`config.mk`:
```
export PLATFORM = sky130hd
export DESIGN_NAME = pipeline_hazard_ctrl
export DESIGN_NICKNAME = d
export VERILOG_FILES = /design/src/rtl/pipeline_hazard_ctrl.sv
export SDC_FILE = /design/constraint.sdc
export NUM_CORES = 1
export LEC_CHECK = 0
export ABC_CLOCK_PERIOD_IN_PS = 1900
export BUFFER_PORTS_ARGS = -buffer_cell sky130_fd_sc_hd__buf_2
export CELL_PAD_IN_SITES_DETAIL_PLACEMENT = 1
export CELL_PAD_IN_SITES_GLOBAL_PLACEMENT = 2
export CORE_UTILIZATION = 18
export CTS_CLUSTER_DIAMETER = 80
export DETAILED_ROUTE_END_ITERATION = 8
export PLACE_DENSITY = 0.9
export REMOVE_ABC_BUFFERS = 1
export SYNTH_ARGS = -nofsm -noshare
export SYNTH_HDL_FRONTEND = slang
export SYNTH_SLANG_ARGS = --single-unit
```
`constraint.sdc`:
```
create_clock -name clk -period 1.9 [get_ports clk]
set_input_delay 0 -clock clk [delete_from_list [all_inputs] [get_ports clk]]
set_output_delay 0 -clock clk [all_outputs]
set_load 0.01 [all_outputs]
```
`src/rtl/pipeline_hazard_ctrl.sv`:
```
// pipeline_hazard_ctrl
// Hazard/stall controller for a 5-stage pipeline (IF/ID, ID/EX, EX/MEM, MEM/WB).
// It generates per-stage hold, flush and bubble controls for three cases:
//   - load-use hazards,
//   - taken-branch squash,
//   - multi-cycle data-memory waits, with a fatal timeout.
// Registers are one-hot 32-bit select vectors. Bit 31 (XZR) never creates a hazard.
// Optional feature: define HAZARD_PERF_CNT_EN to build the saturating stall
// counter. Without it, stall_count is tied to zero.
module pipeline_hazard_ctrl #(
  parameter int LOAD_STALL_CYCLES = 1,   // 1..7
  parameter int MEM_TIMEOUT       = 15,  // 1..255
  parameter int CNT_W             = 16
) (
  input  logic             clk,
  input  logic             rstn,
  input  logic [31:0]      ifid_rsa_sel,
  input  logic [31:0]      ifid_rsb_sel,
  input  logic             ifid_uses_b,
  input  logic [31:0]      idex_dsel,
  input  logic             idex_load,
  input  logic             branch_taken,
  input  logic             mem_req,
  input  logic             mem_ready,
  output logic             pc_en,
  output logic             ifid_en,
  output logic             ifid_flush,
  output logic             idex_en,
  output logic             idex_bubble,
  output logic             exmem_en,
  output logic             exmem_bubble,
  output logic             memwb_bubble,
  output logic             mem_timeout,
  output logic [CNT_W-1:0] stall_count
);

  typedef enum logic [1:0] {
    RUN        = 2'd0,
    LOAD_STALL = 2'd1,
    MEM_WAIT   = 2'd2,
    FAULT      = 2'd3
  } state_e;

  localparam logic [2:0]  REM_INIT = 3'(LOAD_STALL_CYCLES - 1);
  localparam logic [7:0]  TIMEOUT  = 8'(MEM_TIMEOUT);
  localparam logic [31:0] REG_MASK = 32'h7FFF_FFFF;  // drop XZR

  state_e     state_q, state_d;
  logic [2:0] rem_q, rem_d;            // load-stall bubbles still owed
  logic [7:0] wait_cnt_q, wait_cnt_d;  // freeze cycles in the current memory wait

  logic [31:0] src_sel;
  logic        hazard;
  logic        mem_stall;
  logic        freeze;   // whole pipeline held, MEM/WB gets a bubble
  logic        squash;   // taken branch: flush younger stages
  logic        stall;    // load-use: hold front end, bubble into ID/EX
  logic        fault;

  assign src_sel   = ifid_rsa_sel | (ifid_uses_b ? ifid_rsb_sel : 32'd0);
  assign hazard    = idex_load & |(idex_dsel & src_sel & REG_MASK);
  assign mem_stall = mem_req & ~mem_ready;

  // State register plus the stall and wait bookkeeping
  always_ff @(posedge clk or negedge rstn) begin
    if (!rstn) begin
      state_q    <= RUN;
      rem_q      <= 3'd0;
      wait_cnt_q <= 8'd0;
    end else begin
      state_q    <= state_d;
      rem_q      <= rem_d;
      wait_cnt_q <= wait_cnt_d;
    end
  end

  // Next-state and control decode. Priority: memory wait > branch > load-use.
  always_comb begin
    state_d    = state_q;
    rem_d      = rem_q;
    wait_cnt_d = wait_cnt_q;
    freeze     = 1'b0;
    squash     = 1'b0;
    stall      = 1'b0;
    fault      = 1'b0;
    if (state_q == FAULT) begin
      freeze = 1'b1;
      fault  = 1'b1;
    end else if (state_q == MEM_WAIT && !mem_ready) begin
      // EX/MEM is frozen, so a branch resolved there waits for release
      freeze     = 1'b1;
      wait_cnt_d = wait_cnt_q + 8'd1;
      if (wait_cnt_d == TIMEOUT) state_d = FAULT;
    end else if (mem_stall) begin
      // A wait that starts during LOAD_STALL leaves rem untouched so the
      // stall resumes once memory releases
      freeze     = 1'b1;
      wait_cnt_d = 8'd1;
      state_d    = (TIMEOUT == 8'd1) ? FAULT : MEM_WAIT;
    end else begin
      wait_cnt_d = 8'd0;
      if (branch_taken) begin
        // Squashing the consumer also cancels any pending load-use bubbles
        squash  = 1'b1;
        rem_d   = 3'd0;
        state_d = RUN;
      end else if (state_q == LOAD_STALL) begin
        stall   = 1'b1;
        rem_d   = rem_q - 3'd1;
        state_d = (rem_q <= 3'd1) ? RUN : LOAD_STALL;
      end else if (hazard) begin
        stall = 1'b1;
        if (LOAD_STALL_CYCLES > 1) begin
          rem_d   = REM_INIT;
          state_d = LOAD_STALL;
        end else begin
          rem_d   = 3'd0;
          state_d = RUN;
        end
      end else if (rem_q != 3'd0) begin
        // Releasing a memory wait that interrupted a load stall
        state_d = LOAD_STALL;
      end else begin
        state_d = RUN;
      end
    end
  end

  // While rstn is low the outputs are forced to their reset values,
  // with no clock edge needed
  assign pc_en        = rstn & ~freeze & ~stall;
  assign ifid_en      = rstn & ~freeze & ~stall;
  assign ifid_flush   = ~rstn | squash;
  assign idex_en      = rstn & ~freeze;
  assign idex_bubble  = ~rstn | squash | stall;
  assign exmem_en     = rstn & ~freeze;
  assign exmem_bubble = ~rstn | squash;
  assign memwb_bubble = ~rstn | freeze;
  assign mem_timeout  = rstn & fault;

`ifdef HAZARD_PERF_CNT_EN
  logic [CNT_W-1:0] cnt_q, cnt_d;

  assign cnt_d = (!pc_en && cnt_q != {CNT_W{1'b1}}) ? cnt_q + 1'b1 : cnt_q;

  // Saturating count of cycles in which the PC did not advance
  always_ff @(posedge clk or negedge rstn) begin
    if (!rstn) cnt_q <= '0;
    else       cnt_q <= cnt_d;
  end

  assign stall_count = cnt_q;
`else
  assign stall_count = '0;
`endif

endmodule

```
==> impl_metrics.toml, run 1 <==
[die]
die-area_um2 = 8156
top_level_ports = 128
die_w_um = 90.31
start_util_pct = 18.95
rows = 31
die_h_um = 90.31
coreArea_um2 = 7408

[clocking]
cts_sinks = 13
cts.path.max_buffers = 2
cts_made_buffers = 3
clkSlewWorstSetupHoldPaths_ns = 0.05
htree_levels = 1
cts_root_buf = "clkbuf_8"
clk_latency_ns = 0.24
tritoncts = "built"

[logic_synthesis]
seq_area_frac_synth_pct = 23.17
syn_area_um2 = 1404
synth_ff_type = "dfrtp_1"
syn_inst = 175
synthArstFlopShare_pct = 100.0
synth_seq_cells = 13
yosys_warnings = 0
synth_edf_count = 0
yosysUniqueCellTypes = 37
syn_avg_cell_area_um2 = 8.022

[timing]
fin_tns_setup_ns = 0
setup-violations-final = 0
fmax_mhz = 575.4
timing.final.crit_share_pct = 91.48
worst_clock_skew_ns = 0.002163
whs_ns = 0.1554
fin_ws_ns = 0.1620
grt_setup_unrepaired = "false"
maxSlewViolCount = 0
hold_viol_final = 0
period_needed_ns = 1.738

[critical_path]
cp_num_buf_inv = 3
critPathMaxStageDelay_ns = 0.45
cp_slowest_cell = "dfrtp_2"
path_cells = "nand2b_1 -> a21oi_1 -> buf_4 -> nand2_1 -> inv_2 -> nand2_1 -> o2bb2ai_2 -> buf_2"
critical_path_class = "flop to output pin"
critPathMostFrequentCell = "nand2_1"
required_ns = 1.90
arrival_ns = 1.74
critPathCaptureType = "output pin"
crit_path_max_fanout = 8
crit_family = "flip-flops"
cp-start-kind = "flop"

[routing]
routed-via-count = 1687
vias_per_cell = 4.405
drtPass1Iterations = 4
drtIter0Drc = 62
drc = 0
drt-total-wl_mm = 4.994
wl_per_cell_um = 13.04
ant_nets = 0

[flow_run]
drv_cap = 0

[place]
hpwl_mm = 4.204
dp_slack_ns = 0.07767
place.gp.congestion = 0.7722
placedCellCount = 377
io_buffers = 108

[power_and_ir_drop]
switching_power_uw = 249.6
power_frac_seq_pct = 35.3
p_leak_nw = 1.152
internal_power_uw = 581.0
sw_frac_of_total_pct = 30.05
power_density_nw_per_um2 = 404.5
p_clk_share_pct = 30.1
peakVddDrop_mv = 0.1646
pwr-share-comb_pct = 34.6

[global_route]
grt_pass1_vias = 1717
grt_pass1_wl_mm = 7.852
grt_overflow = 0
grt_usage_pct = 11.84
grt_max_degree = 27
grt_antenna_before_repair = 0

[layout]
final_cells = 383
utilization_pct = 27.71
n_antenna_cell = 0
nNetsFinal = 393
n_fill_cell = 908
areaGrowthSynthToFinish_pct = 46.26
drive_above_1_share_pct = 43.31

[outcome]
status = "finished clean"

[worst_hold_path]
hp-class = "primary input to flop"
final cells by class:
cell class	count	area (um^2)	area share, %
tap	99	123.9	6.033
sequential	13	326.6	15.90
clock buffer	4	45.04	2.194
inverter	5	18.77	0.9141
timing repair buffer	114	588.1	28.64
multi-input combinational	148	950.9	46.31
repair_timing:
action	in CTS	in global routing
hold buffers	1	0
resized for setup	1	2
hold endpoints to repair	13	0
setup endpoints to repair	2	2
setup buffers	0	1
cell usage after synthesis, types with 5 or more instances:
cell,number,share of area [%]
nand2_1,19,5.1
buf_4,19,10
a22oi_1,15,8.0
and3_1,5,2.2
dfrtp_1,13,23
a21o_1,31,17
o21ai_0,11,3.9
ha_1,5,4.5
nand3_1,7,2.5
inv_1,5,1.3
cell usage in the layout, fill, tap and decap left out, types with 2 or more instances in the layout:
cell,synthesis,layout
a211oi_1,2,2
a21o_1,31,31
a21oi_1,3,3
a22oi_1,15,15
and3_1,5,5
buf_2,2,108
buf_4,19,5
clkbuf_8,0,3
conb_1,1,16
dfrtp_1,13,12
ha_1,5,5
inv_1,5,4
nand2_1,19,19
nand2b_1,3,3
nand3_1,7,7
nand4_1,3,3
nor2_1,3,3
nor2b_1,2,2
nor3_1,2,2
nor3b_1,2,2
o21ai_0,11,11
o21ai_1,3,3
xor2_1,3,3
tightest hold or removal path, cell delays in order:
cell and delay, ns:
buf_2 0.10, nor3b_1 0.14, o211ai_2 0.12
per-layer routing:
metal	up-vias	GRT usage, %	part of all wire (%)
met3	11	2.020	7.0
met5	-	0	0
li1	830	-	-
met4	0	4.839	2.5
met2	72	23.28	53
met1	774	12.22	38
kinds of logic after synthesis:
group / count (synthesis) / share of synthesized area (%)
other: 1 / 0.2671
multiplexers: 1 / 0.7130
adder cells (fa/ha/maj): 5 / 4.456
AO/OA/AOI/OAI: 71 / 35.56
flip-flops: 13 / 23.17
XOR/XNOR: 3 / 1.872
buffers and inverters: 29 / 13.55
AND/OR/NAND/NOR: 52 / 20.41
power groups by stage:
stage	logic (mW)	registers (mW)	clock network, mW
final	0.288	0.293	0.250
after global placement	0.281	0.298	0
after detailed placement	0.287	0.298	0
after CTS	0.290	0.293	0.259
after floorplan	0.119	0.296	0
after global routing	0.320	0.295	0.269
final timing paths:
kind	from	end	slack, ns	cells past startpoint
max in group asynchronous	rstn	state_q[0]	1.41	3
worst max register to register	state_q[0]	wait_cnt_q[3]	0.33	5
worst max-delay path	state_q[0]	ifid_en	0.16	8
worst min-delay path	idex_load	state_q[0]	0.16	3
min in group asynchronous	rstn	wait_cnt_q[3]	0.29	3
worst min register to register	wait_cnt_q[4]	wait_cnt_q[4]	0.54	1
sequential cells by signal, indices dropped and copies added (netlist names):
name	count
state_q	2
rem_q	3
wait_cnt_q	8
metrics by stage:
| stage | total power [mW] | instance area [um^2] |
|---|---|---|
| floorplan | 0.4143 | 1289 |
| global placement | 0.5783 | 1983 |
| detailed placement | 0.5849 | 1983 |
| CTS | 0.8419 | 2039 |
| global route | 0.8837 | 2053 |
| finish | 0.8306 | 2053 |
(Power assumes the default switching activity.)
==> run 2: changes to the inputs <==
--- a/config.mk
+++ b/config.mk
@@ -7,12 +7,10 @@
 export LEC_CHECK = 0
 export ABC_CLOCK_PERIOD_IN_PS = 1900
 export BUFFER_PORTS_ARGS = -buffer_cell sky130_fd_sc_hd__buf_2
-export CELL_PAD_IN_SITES_DETAIL_PLACEMENT = 1
-export CELL_PAD_IN_SITES_GLOBAL_PLACEMENT = 2
-export CORE_UTILIZATION = 18
+export CORE_UTILIZATION = 38
 export CTS_CLUSTER_DIAMETER = 80
 export DETAILED_ROUTE_END_ITERATION = 8
-export PLACE_DENSITY = 0.9
+export PLACE_DENSITY = 0.91
 export REMOVE_ABC_BUFFERS = 1
 export SYNTH_ARGS = -nofsm -noshare
 export SYNTH_HDL_FRONTEND = slang
==> impl_metrics.toml, run 2 (synthesized netlist as in run 1, its figures left out) <==
[die]
die_h_um = 62.78
top_level_ports = 128
coreArea_um2 = 3442
die-area_um2 = 3941
start_util_pct = 40.79
rows = 21
die_w_um = 62.78

[place]
placedCellCount = 324
place.gp.congestion = 0.8957
hpwl_mm = 3.464
io_buffers = 108

[global_route]
grt_pass1_vias = 1621
grt_usage_pct = 21.66
grt_overflow = 0
grt_pass1_wl_mm = 6.858
grt_antenna_before_repair = 0
grt_max_degree = 32

[routing]
drt-total-wl_mm = 4.180
ant_nets = 0
drc = 0
routed-via-count = 1701
vias_per_cell = 5.170
drtPass1Iterations = 4
wl_per_cell_um = 12.71
drtIter0Drc = 64

[critical_path]
critPathMaxStageDelay_ns = 0.32
cp_num_buf_inv = 2
crit_family = "compound AO/OA/AOI/OAI gates"
critical_path_class = "primary input to output pin"
arrival_ns = 1.69
critPathCaptureType = "output pin"
crit_path_max_fanout = 31
cp_slowest_cell = "a222oi_1"
cp-start-kind = "primary input"
critPathMostFrequentCell = "buf_2"
path_cells = "buf_2 -> a21o_1 -> a222oi_1 -> nand3_1 -> nor4_4 -> nor2b_2 -> o2bb2ai_1 -> buf_2"
required_ns = 1.90

[timing]
period_needed_ns = 1.694
grt_setup_unrepaired = "false"
timing.final.crit_share_pct = 89.17
maxSlewViolCount = 0
worst_slew_pin_slew_ns = 0.5068
hold_viol_final = 0
worst_clock_skew_ns = 0.003524
setup-violations-final = 0
relSlewSlack_pct = 66.21
fin_tns_setup_ns = 0
fmax_mhz = 590.3

[clocking]
cts_root_buf = "clkbuf_8"
clkSlewWorstSetupHoldPaths_ns = 0.06
tritoncts = "built"
htree_levels = 1
post_cts_buffers = 0
cts.path.max_buffers = 2
cts_sinks = 13
clk_latency_ns = 0.25
cts_made_buffers = 3

[power_and_ir_drop]
power_density_nw_per_um2 = 416.7
p_leak_nw = 1.149
peakVddDrop_mv = 0.3012

[worst_hold_path]
hp-class = "primary input to asynchronous set/reset pin"

[layout]
n_antenna_cell = 0
reg.largest.list = "wait_cnt_q x8, rem_q x3, state_q x2"
final_cell_mix = "buf_2 (108), a21o_1 (31), nand2_1 (19), conb_1 (16), a22oi_1 (15)"
drive_above_1_share_pct = 42.40
final_cells = 329
areaGrowthSynthToFinish_pct = 40.73
mostFrequentLayoutCell = "buf_2"
largest_reg_flops = 8
nNetsFinal = 392
max_flop_register = "wait_cnt_q"

[outcome]
status = "finished clean"

[flow_run]
drv_cap = 0
==> run 2: final cells by class <==
| cell class | instances | area [um^2] |
|---|---|---|
| Fill cell | 303 | 1466 |
| Multi-Input combinational cell | 148 | 948.4 |
| Timing Repair Buffer | 113 | 580.6 |
| Sequential cell | 13 | 325.3 |
| Tap cell | 46 | 57.56 |
| Clock buffer | 4 | 45.04 |
| Inverter | 5 | 18.77 |
==> run 2: metrics by stage <==
step	power (mW)	utilization (%)	hold slack, ns	instance area (um^2)	worst slack (ns)
2_1_floorplan	0.4143	-	-0.2956	1289	0.2091
3_3_place_gp	0.5654	55.69	-0.1547	1917	0.2356
3_5_place_dp	0.5704	55.69	-0.1533	1917	0.1972
4_1_cts	0.8228	57.29	0.1231	1972	0.1171
5_1_grt	0.8723	57.40	0.1325	1976	0.02222
6_report	0.8233	57.40	0.1166	1976	0.2058
==> run 2: repair_timing <==
item / in CTS / in global routing
endpoints found under the hold margin: 13 / 0
resized for setup: 0 / 1
hold buffers: 1 / 0
endpoints found under the setup margin: 0 / 2
==> run 2: where the power goes <==
part           switching [mW]  leakage [nW]  total [mW]  internal [mW]
Sequential             0.0103         0.178       0.293          0.283
Clock                   0.105        0.0228       0.253          0.148
Combinational           0.129         0.948       0.277          0.147
==> run 2: final timing paths <==
check / startpoint / endpoint / slack [ns] / cells after the start
setup / recovery: ifid_uses_b / pc_en / 0.21 / 8
hold / removal: rstn / wait_cnt_q[0] / 0.12 / 2
setup reg to reg: state_q[0] / rem_q[1] / 0.38 / 6
hold reg to reg: rem_q[1] / rem_q[1] / 0.55 / 2
max in group asynchronous: rstn / wait_cnt_q[6] / 1.41 / 3
min in group clk: branch_taken / rem_q[0] / 0.15 / 4
==> run 2: metal layers <==
| metal | share of wire (%) | track usage, % |
|---|---|---|
| met3 | 9.0 | 4.015 |
| met5 | 0 | 0 |
| met2 | 50 | 40.90 |
| met1 | 39 | 23.26 |
| met4 | 2.5 | 9.012 |
